## config.mk

```make
export PLATFORM = sky130hd
export DESIGN_NAME = mac_quad_weight_sequencer
export DESIGN_NICKNAME = d
export VERILOG_FILES = /design/src/rtl/mac_seq_pkg.sv /design/src/rtl/mac_weight_load_engine.sv /design/src/rtl/mac_quad_weight_sequencer.sv
export SDC_FILE = /design/constraint.sdc
export NUM_CORES = 1
export LEC_CHECK = 0
export ABC_AREA = 1
export BUFFER_PORTS_ARGS = -buffer_cell sky130_fd_sc_hd__buf_2
export CORE_MARGIN = 1.5
export CORE_UTILIZATION = 50
export CTS_CLUSTER_SIZE = 40
export DETAILED_ROUTE_END_ITERATION = 10
export GPL_ROUTABILITY_DRIVEN = 0
export PLACE_DENSITY = 0.84
export REMOVE_ABC_BUFFERS = 1
export SLEW_MARGIN = 0
export SYNTH_ARGS = -nofsm -noshare
export SYNTH_HDL_FRONTEND = slang
export SYNTH_SLANG_ARGS = --single-unit
```

## constraint.sdc

```tcl
create_clock -name clk -period 1.5 [get_ports clk]
set_input_delay 0.225 -clock clk [delete_from_list [all_inputs] [get_ports clk]]
set_output_delay 0.225 -clock clk [all_outputs]
set_load 0.005 [all_outputs]
```

## src/rtl/mac_seq_pkg.sv

```systemverilog
// Shared types for the weight sequencer: engine state encodings and the
// load->exec handoff record.
package mac_seq_pkg;

  // Handoff field widths; the sequencer's CNT_WIDTH / BUFFER_ADDR_WIDTH must not exceed these.
  localparam int HO_ADDR_W = 15;
  localparam int HO_CNT_W  = 16;

  typedef enum logic [1:0] {L_IDLE, L_READ, L_SHIFT_TAIL, L_HOLD} load_state_e;
  typedef enum logic [1:0] {E_IDLE, E_SET, E_RUN, E_DRAIN}        exec_state_e;

  typedef struct packed {
    logic [HO_ADDR_W-1:0] act_base;
    logic [HO_CNT_W-1:0]  num_vectors;
  } handoff_t;

endpackage

```

## src/rtl/mac_weight_load_engine.sv

```systemverilog
// Weight preload engine: reads ARRAY_ROWS weight words, shifts them into the
// tile shadow registers and parks the command fields until exec commits them.
module mac_weight_load_engine
  import mac_seq_pkg::*;
#(
  parameter int ARRAY_ROWS        = 16,
  parameter int CNT_WIDTH         = 16,
  parameter int BUFFER_ADDR_WIDTH = 15
) (
  input  logic                         clk,
  input  logic                         rst,
  input  logic                         cmd_accept,
  input  logic [BUFFER_ADDR_WIDTH-1:0] cmd_weight_base,
  input  logic [BUFFER_ADDR_WIDTH-1:0] cmd_act_base,
  input  logic [CNT_WIDTH-1:0]         cmd_num_vectors,
  input  logic                         commit,
  output load_state_e                  state,
  output logic                         wbuf_rd_en,
  output logic [BUFFER_ADDR_WIDTH-1:0] wbuf_rd_addr,
  output logic                         prepare_weight,
  output handoff_t                     handoff
);

  localparam int RW = $clog2(ARRAY_ROWS + 1);

  load_state_e                  state_q, state_d;
  logic [RW-1:0]                rd_cnt_q, rd_cnt_d;
  logic [BUFFER_ADDR_WIDTH-1:0] rd_addr_q, rd_addr_d;
  logic                         prep_q, prep_d;
  handoff_t                     ho_q, ho_d;
  logic                         last_rd;

  assign last_rd = (rd_cnt_q == RW'(ARRAY_ROWS - 1));

  always_ff @(posedge clk) begin
    if (rst) begin
      state_q   <= L_IDLE;
      rd_cnt_q  <= '0;
      rd_addr_q <= '0;
      prep_q    <= 1'b0;
      ho_q      <= '0;
    end else begin
      state_q   <= state_d;
      rd_cnt_q  <= rd_cnt_d;
      rd_addr_q <= rd_addr_d;
      prep_q    <= prep_d;
      ho_q      <= ho_d;
    end
  end

  always_comb begin
    state_d = state_q;
    unique case (state_q)
      L_IDLE:       if (cmd_accept) state_d = L_READ;
      L_READ:       if (last_rd)    state_d = L_SHIFT_TAIL;
      L_SHIFT_TAIL:                 state_d = L_HOLD;
      L_HOLD:       if (commit)     state_d = L_IDLE;
      default:                      state_d = L_IDLE;
    endcase
  end

  // Read data lands one cycle after the strobe, so the shift strobe is the strobe delayed.
  always_comb begin
    rd_cnt_d   = rd_cnt_q;
    rd_addr_d  = rd_addr_q;
    ho_d       = ho_q;
    wbuf_rd_en = (state_q == L_READ);
    prep_d     = wbuf_rd_en;
    if (state_q == L_IDLE && cmd_accept) begin
      rd_cnt_d         = '0;
      rd_addr_d        = cmd_weight_base;
      ho_d.act_base    = HO_ADDR_W'(cmd_act_base);
      ho_d.num_vectors = HO_CNT_W'(cmd_num_vectors);
    end else if (wbuf_rd_en) begin
      rd_cnt_d  = rd_cnt_q + 1'b1;
      rd_addr_d = rd_addr_q + 1'b1;
    end
  end

  assign state          = state_q;
  assign wbuf_rd_addr   = rd_addr_q;
  assign prepare_weight = prep_q;
  assign handoff        = ho_q;

endmodule

```

## src/rtl/mac_quad_weight_sequencer.sv

```systemverilog
// Column sequencer: overlaps weight preload of the next command with
// activation streaming and accumulator drain of the current one.
module mac_quad_weight_sequencer
  import mac_seq_pkg::*;
#(
  parameter int ARRAY_ROWS        = 16,
  parameter int CNT_WIDTH         = 16,
  parameter int BUFFER_ADDR_WIDTH = 15,
  parameter int DRAIN_CYCLES      = 20
) (
  input  logic                         clk,
  input  logic                         rst,
  input  logic                         cmd_valid,
  output logic                         cmd_ready,
  input  logic [BUFFER_ADDR_WIDTH-1:0] cmd_weight_base,
  input  logic [BUFFER_ADDR_WIDTH-1:0] cmd_act_base,
  input  logic [CNT_WIDTH-1:0]         cmd_num_vectors,
  output logic                         wbuf_rd_en,
  output logic [BUFFER_ADDR_WIDTH-1:0] wbuf_rd_addr,
  output logic                         prepare_weight,
  output logic                         set_weight,
  output logic                         act_rd_en,
  output logic [BUFFER_ADDR_WIDTH-1:0] act_rd_addr,
  output logic                         busy,
  output logic                         done
);

  localparam int DW = $clog2(DRAIN_CYCLES + 1);

  load_state_e                  l_state;
  handoff_t                     handoff;
  logic                         commit;
  exec_state_e                  e_state_q, e_state_d, e_cur;
  logic [CNT_WIDTH-1:0]         vec_cnt_q, vec_cnt_d;
  logic [BUFFER_ADDR_WIDTH-1:0] act_addr_q, act_addr_d;
  logic [DW-1:0]                drain_cnt_q, drain_cnt_d;
  logic                         drain_last;

  assign cmd_ready = (l_state == L_IDLE) & ~rst;

  mac_weight_load_engine #(
    .ARRAY_ROWS       (ARRAY_ROWS),
    .CNT_WIDTH        (CNT_WIDTH),
    .BUFFER_ADDR_WIDTH(BUFFER_ADDR_WIDTH)
  ) u_load (
    .clk            (clk),
    .rst            (rst),
    .cmd_accept     (cmd_valid & cmd_ready),
    .cmd_weight_base(cmd_weight_base),
    .cmd_act_base   (cmd_act_base),
    .cmd_num_vectors(cmd_num_vectors),
    .commit         (commit),
    .state          (l_state),
    .wbuf_rd_en     (wbuf_rd_en),
    .wbuf_rd_addr   (wbuf_rd_addr),
    .prepare_weight (prepare_weight),
    .handoff        (handoff)
  );

  // E_SET is the idle cycle in which preloaded weights are committed; it is
  // decoded rather than registered so the commit lands the cycle load reaches hold.
  assign commit     = (e_state_q == E_IDLE) && (l_state == L_HOLD);
  assign e_cur      = commit ? E_SET : e_state_q;
  assign drain_last = (drain_cnt_q == DW'(DRAIN_CYCLES - 1));

  always_ff @(posedge clk) begin
    if (rst) begin
      e_state_q   <= E_IDLE;
      vec_cnt_q   <= '0;
      act_addr_q  <= '0;
      drain_cnt_q <= '0;
    end else begin
      e_state_q   <= e_state_d;
      vec_cnt_q   <= vec_cnt_d;
      act_addr_q  <= act_addr_d;
      drain_cnt_q <= drain_cnt_d;
    end
  end

  always_comb begin
    e_state_d = e_state_q;
    unique case (e_cur)
      E_IDLE:  e_state_d = E_IDLE;
      E_SET:   e_state_d = (handoff.num_vectors == '0) ? E_DRAIN : E_RUN;
      E_RUN:   if (vec_cnt_q == CNT_WIDTH'(1)) e_state_d = E_DRAIN;
      E_DRAIN: if (drain_last) e_state_d = E_IDLE;
      default: e_state_d = E_IDLE;
    endcase
  end

  always_comb begin
    vec_cnt_d   = vec_cnt_q;
    act_addr_d  = act_addr_q;
    drain_cnt_d = drain_cnt_q;
    unique case (e_cur)
      E_SET: begin
        vec_cnt_d   = CNT_WIDTH'(handoff.num_vectors);
        act_addr_d  = BUFFER_ADDR_WIDTH'(handoff.act_base);
        drain_cnt_d = '0;
      end
      E_RUN: begin
        vec_cnt_d  = vec_cnt_q - 1'b1;
        act_addr_d = act_addr_q + 1'b1;
      end
      E_DRAIN: drain_cnt_d = drain_cnt_q + 1'b1;
      default: ;
    endcase
  end

  always_comb begin
    set_weight  = (e_cur == E_SET);
    act_rd_en   = (e_state_q == E_RUN);
    act_rd_addr = act_addr_q;
    done        = (e_state_q == E_DRAIN) && drain_last;
    busy        = (l_state != L_IDLE) || (e_state_q != E_IDLE);
  end

endmodule

```

==> out/qor.txt <==
largest net degree at the start of global routing = 27
mapped cell area = 0.00479 mm^2
status = complete, but fails checks
Post-Synth Simple-Gate Area = 31.1%
sequential area share after synthesis = 38.4%
Clk Latency, worst-skew pair = 0.37 ns
Synth Area in XOR/XNOR = 0.913%
Setup violations, final = 12
CP top delay family = flip-flops
DR iter-0 viols = 365
port bufs = 85
gr usage total = 26.9%
TritonCTS Buffers = 9
pin slew with the least headroom to its limit = 0.358 ns
CORE AREA = 0.00928 mm^2
hold crit path type = in -> reg
hpwl dp = 9250 um
cells along the critical path = ha_4, inv_2, nand2_4, nand2_4, clkinv_4, buf_6, buf_6
IO Count = 86
Cells after Synth = 728
TritonCTS clock tree = done
drt pass-1 iters = 5
synthesis warning total = 0
Die Y = 101 um
worst path bufs/invs = 4
mux cell area share after synthesis = 0%
Adder-Cell Fraction of Synth Area = 3.13%
crit-path max cell delay = 0.38 ns
max-slew violations = 0
fraction of layout cells with a size suffix above 1 = 27.6%
Total Wirelength = 15000 um
first-pass GRT wire length = 21800 um
CTS clk-pin slew, worst paths = 0.11 ns
RSZ-0062 raised after global routing = true
Via density = 5.41
Seq cells post-synth = 92
vias in the first global route = 4759
DRC = 0
commonest non-fill, non-tap cells in the layout = 180 x nand2_1, 92 x inv_1, 84 x dfxtp_1, 83 x buf_2, 57 x nand3_1
WL/cell = 15.0 um
CTS Hold Bufs = 0
largest family of logic cells by synthesized area = simple AND/OR/NAND/NOR gates
Worst path slowest cell = dfxtp_4
post-route ant nets = 0
antenna violations before repair = 0
H-tree depth = 3
Max IR drop VDD = 0.000793 V
Cell variety after synth = 39
CP Launch Type = flop
std cell rows = 35
die area = 0.0102 mm^2
fmax = 0.617 GHz
Power Total = 9.33 mW
Critical Path AT = 1.40 ns
leading cell type in the layout, fill and taps excluded = nand2_1
failing checks = setup timing
Nets = 925
CTS Root Buffer Type = clkbuf_8
CP Max Fanout = 3
PwrDens = 1450 mW/mm^2
Slew headroom = 75.8%
Synth Area in Compound Gates = 15.7%
Leak = 2.78 nW
setup TNS = -0.446 ns
Initial Util = 51.6%
setup slack after layout = -0.120 ns
Max-Cap Viols = 0
final hold viol count = 0
synthesis-to-layout area growth = 34.2%
Tmin final = 1.62 ns
period utilisation layout = 108%
WS Path Type = reg -> out
Clock Path Buffers = 2
syn avg cell area = 6.59 um^2
gr ovfl total = 0
Worst Setup End Kind = primary output
Die X = 101 um
Worst Skew = 0.00955 ns
DR vias = 5402
# clock sinks = 92
n_diodes = 0
Worst Path Required = 1.27 ns
final timing paths:
| kind | startpoint | endpoint | slack (ns) | cells after the start |
|---|---|---|---|---|
| min reg2reg | u_load.handoff[24] | u_load.handoff[24] | 0.47 | 2 |
| max reg2reg | u_load.state[1] | u_load.state[0] | -0.04 | 8 |
| max | u_load.state[0] | set_weight | -0.12 | 7 |
| min | cmd_act_base[8] | u_load.handoff[24] | 0.05 | 3 |
metal layers:
layer | part of all wire [%] | routed length [um] | GRT usage (%)
met4 | 2.6 | 391 | 9.51
met1 | 39 | 5890 | 32.4
met5 | 0 | 0 | 0
met2 | 49 | 7320 | 46.5
met3 | 9.1 | 1370 | 6.73
synth_stat cells:
| master | count | area, um^2 |
|---|---|---|
| a211oi_1 | 1 | 7.51 |
| a21oi_1 | 42 | 210 |
| a221oi_1 | 1 | 8.76 |
| a22o_1 | 3 | 26.3 |
| a22oi_1 | 2 | 15.0 |
| a311oi_1 | 1 | 8.76 |
| a31oi_1 | 5 | 31.3 |
| and3_1 | 1 | 6.26 |
| buf_1 | 1 | 3.75 |
| buf_2 | 11 | 55.1 |
| buf_4 | 2 | 15.0 |
| clkbuf_1 | 11 | 41.3 |
| clkinv_1 | 2 | 7.51 |
| dfxtp_1 | 92 | 1840 |
| ha_1 | 12 | 150 |
| inv_1 | 99 | 372 |
| inv_2 | 6 | 22.5 |
| nand2_1 | 185 | 694 |
| nand2_2 | 1 | 6.26 |
| nand2_4 | 1 | 11.3 |
| nand3_1 | 59 | 295 |
| nand3_2 | 1 | 10.0 |
| nand3b_1 | 1 | 7.51 |
| nand4_1 | 21 | 131 |
| nor2_1 | 64 | 240 |
| nor2_4 | 1 | 11.3 |
| nor3_1 | 9 | 45.0 |
| nor3_2 | 1 | 10.0 |
| nor3b_1 | 1 | 7.51 |
| o211ai_1 | 5 | 37.5 |
| o21a_1 | 1 | 7.51 |
| o21ai_0 | 44 | 220 |
| o21ai_1 | 27 | 135 |
| o22ai_1 | 6 | 37.5 |
| o31ai_1 | 1 | 7.51 |
| or2_0 | 1 | 6.26 |
| or2_2 | 1 | 6.26 |
| xnor2_1 | 1 | 8.76 |
| xor2_1 | 4 | 35.0 |
state kept, by name, indices dropped and copies added, names as in the netlist:
register and flops:
act_rd_addr 15, u_load.rd_cnt_q 5, u_load.prepare_weight 1, u_load.state 2
u_load.wbuf_rd_addr 15, vec_cnt_q 16, e_state_q 2, drain_cnt_q 5
u_load.handoff 31
stage by stage:
step                      area (um^2)  hold WS [ns]  instances  utilization, %  worst slack (ns)
after floorplan                  4680         0.294        703               -            -0.704
after global placement           5640         0.428        960            60.7           -0.0282
after detailed placement         5640         0.432        960            60.7           -0.0994
after CTS                        6010        0.0419        983            64.7           -0.0936
final                            6430        0.0505        998            69.3            -0.120
after global routing             6430        0.0460        998            69.3            -0.177
worst reg2reg max path, cell delays in order, from the launching register on:
cell      delay [ns]
dfxtp_4         0.38
inv_4           0.08
ha_4            0.16
nand3_4         0.15
buf_4           0.21
nand2_1         0.11
nand3_4         0.10
nor3_1          0.17
a211oi_1        0.07
logic make-up after synthesis:
family	count (synthesis)
and+or+nand+nor	348
AOI/OAI and AO/OA	139
buffers and inverters	132
DFF	92
adders and majority gates	12
xor gates and xnor gates	5
power by group:
group	switching [mW]	internal [mW]
registers	0.402	2.91
logic	2.43	1.92
clock network	1.02	0.650
layout make-up:
class	instances	area (um^2)
multi-input combinational	504	2680
sequential	92	1860
tap	129	161
inverter	107	427
timing repair buffer	150	1110
clock buffer	9	124
fill	753	2850
clock inverter	7	67.6
what timing repair did:
action                     in CTS  in global routing
buffers inserted                6                 13
cloned                          1                  3
hold endpoints to repair        0                  0
pin swaps                       7                 24
resized for setup              34                 87
setup endpoints to repair      74                 71
(Power assumes the default switching activity.)
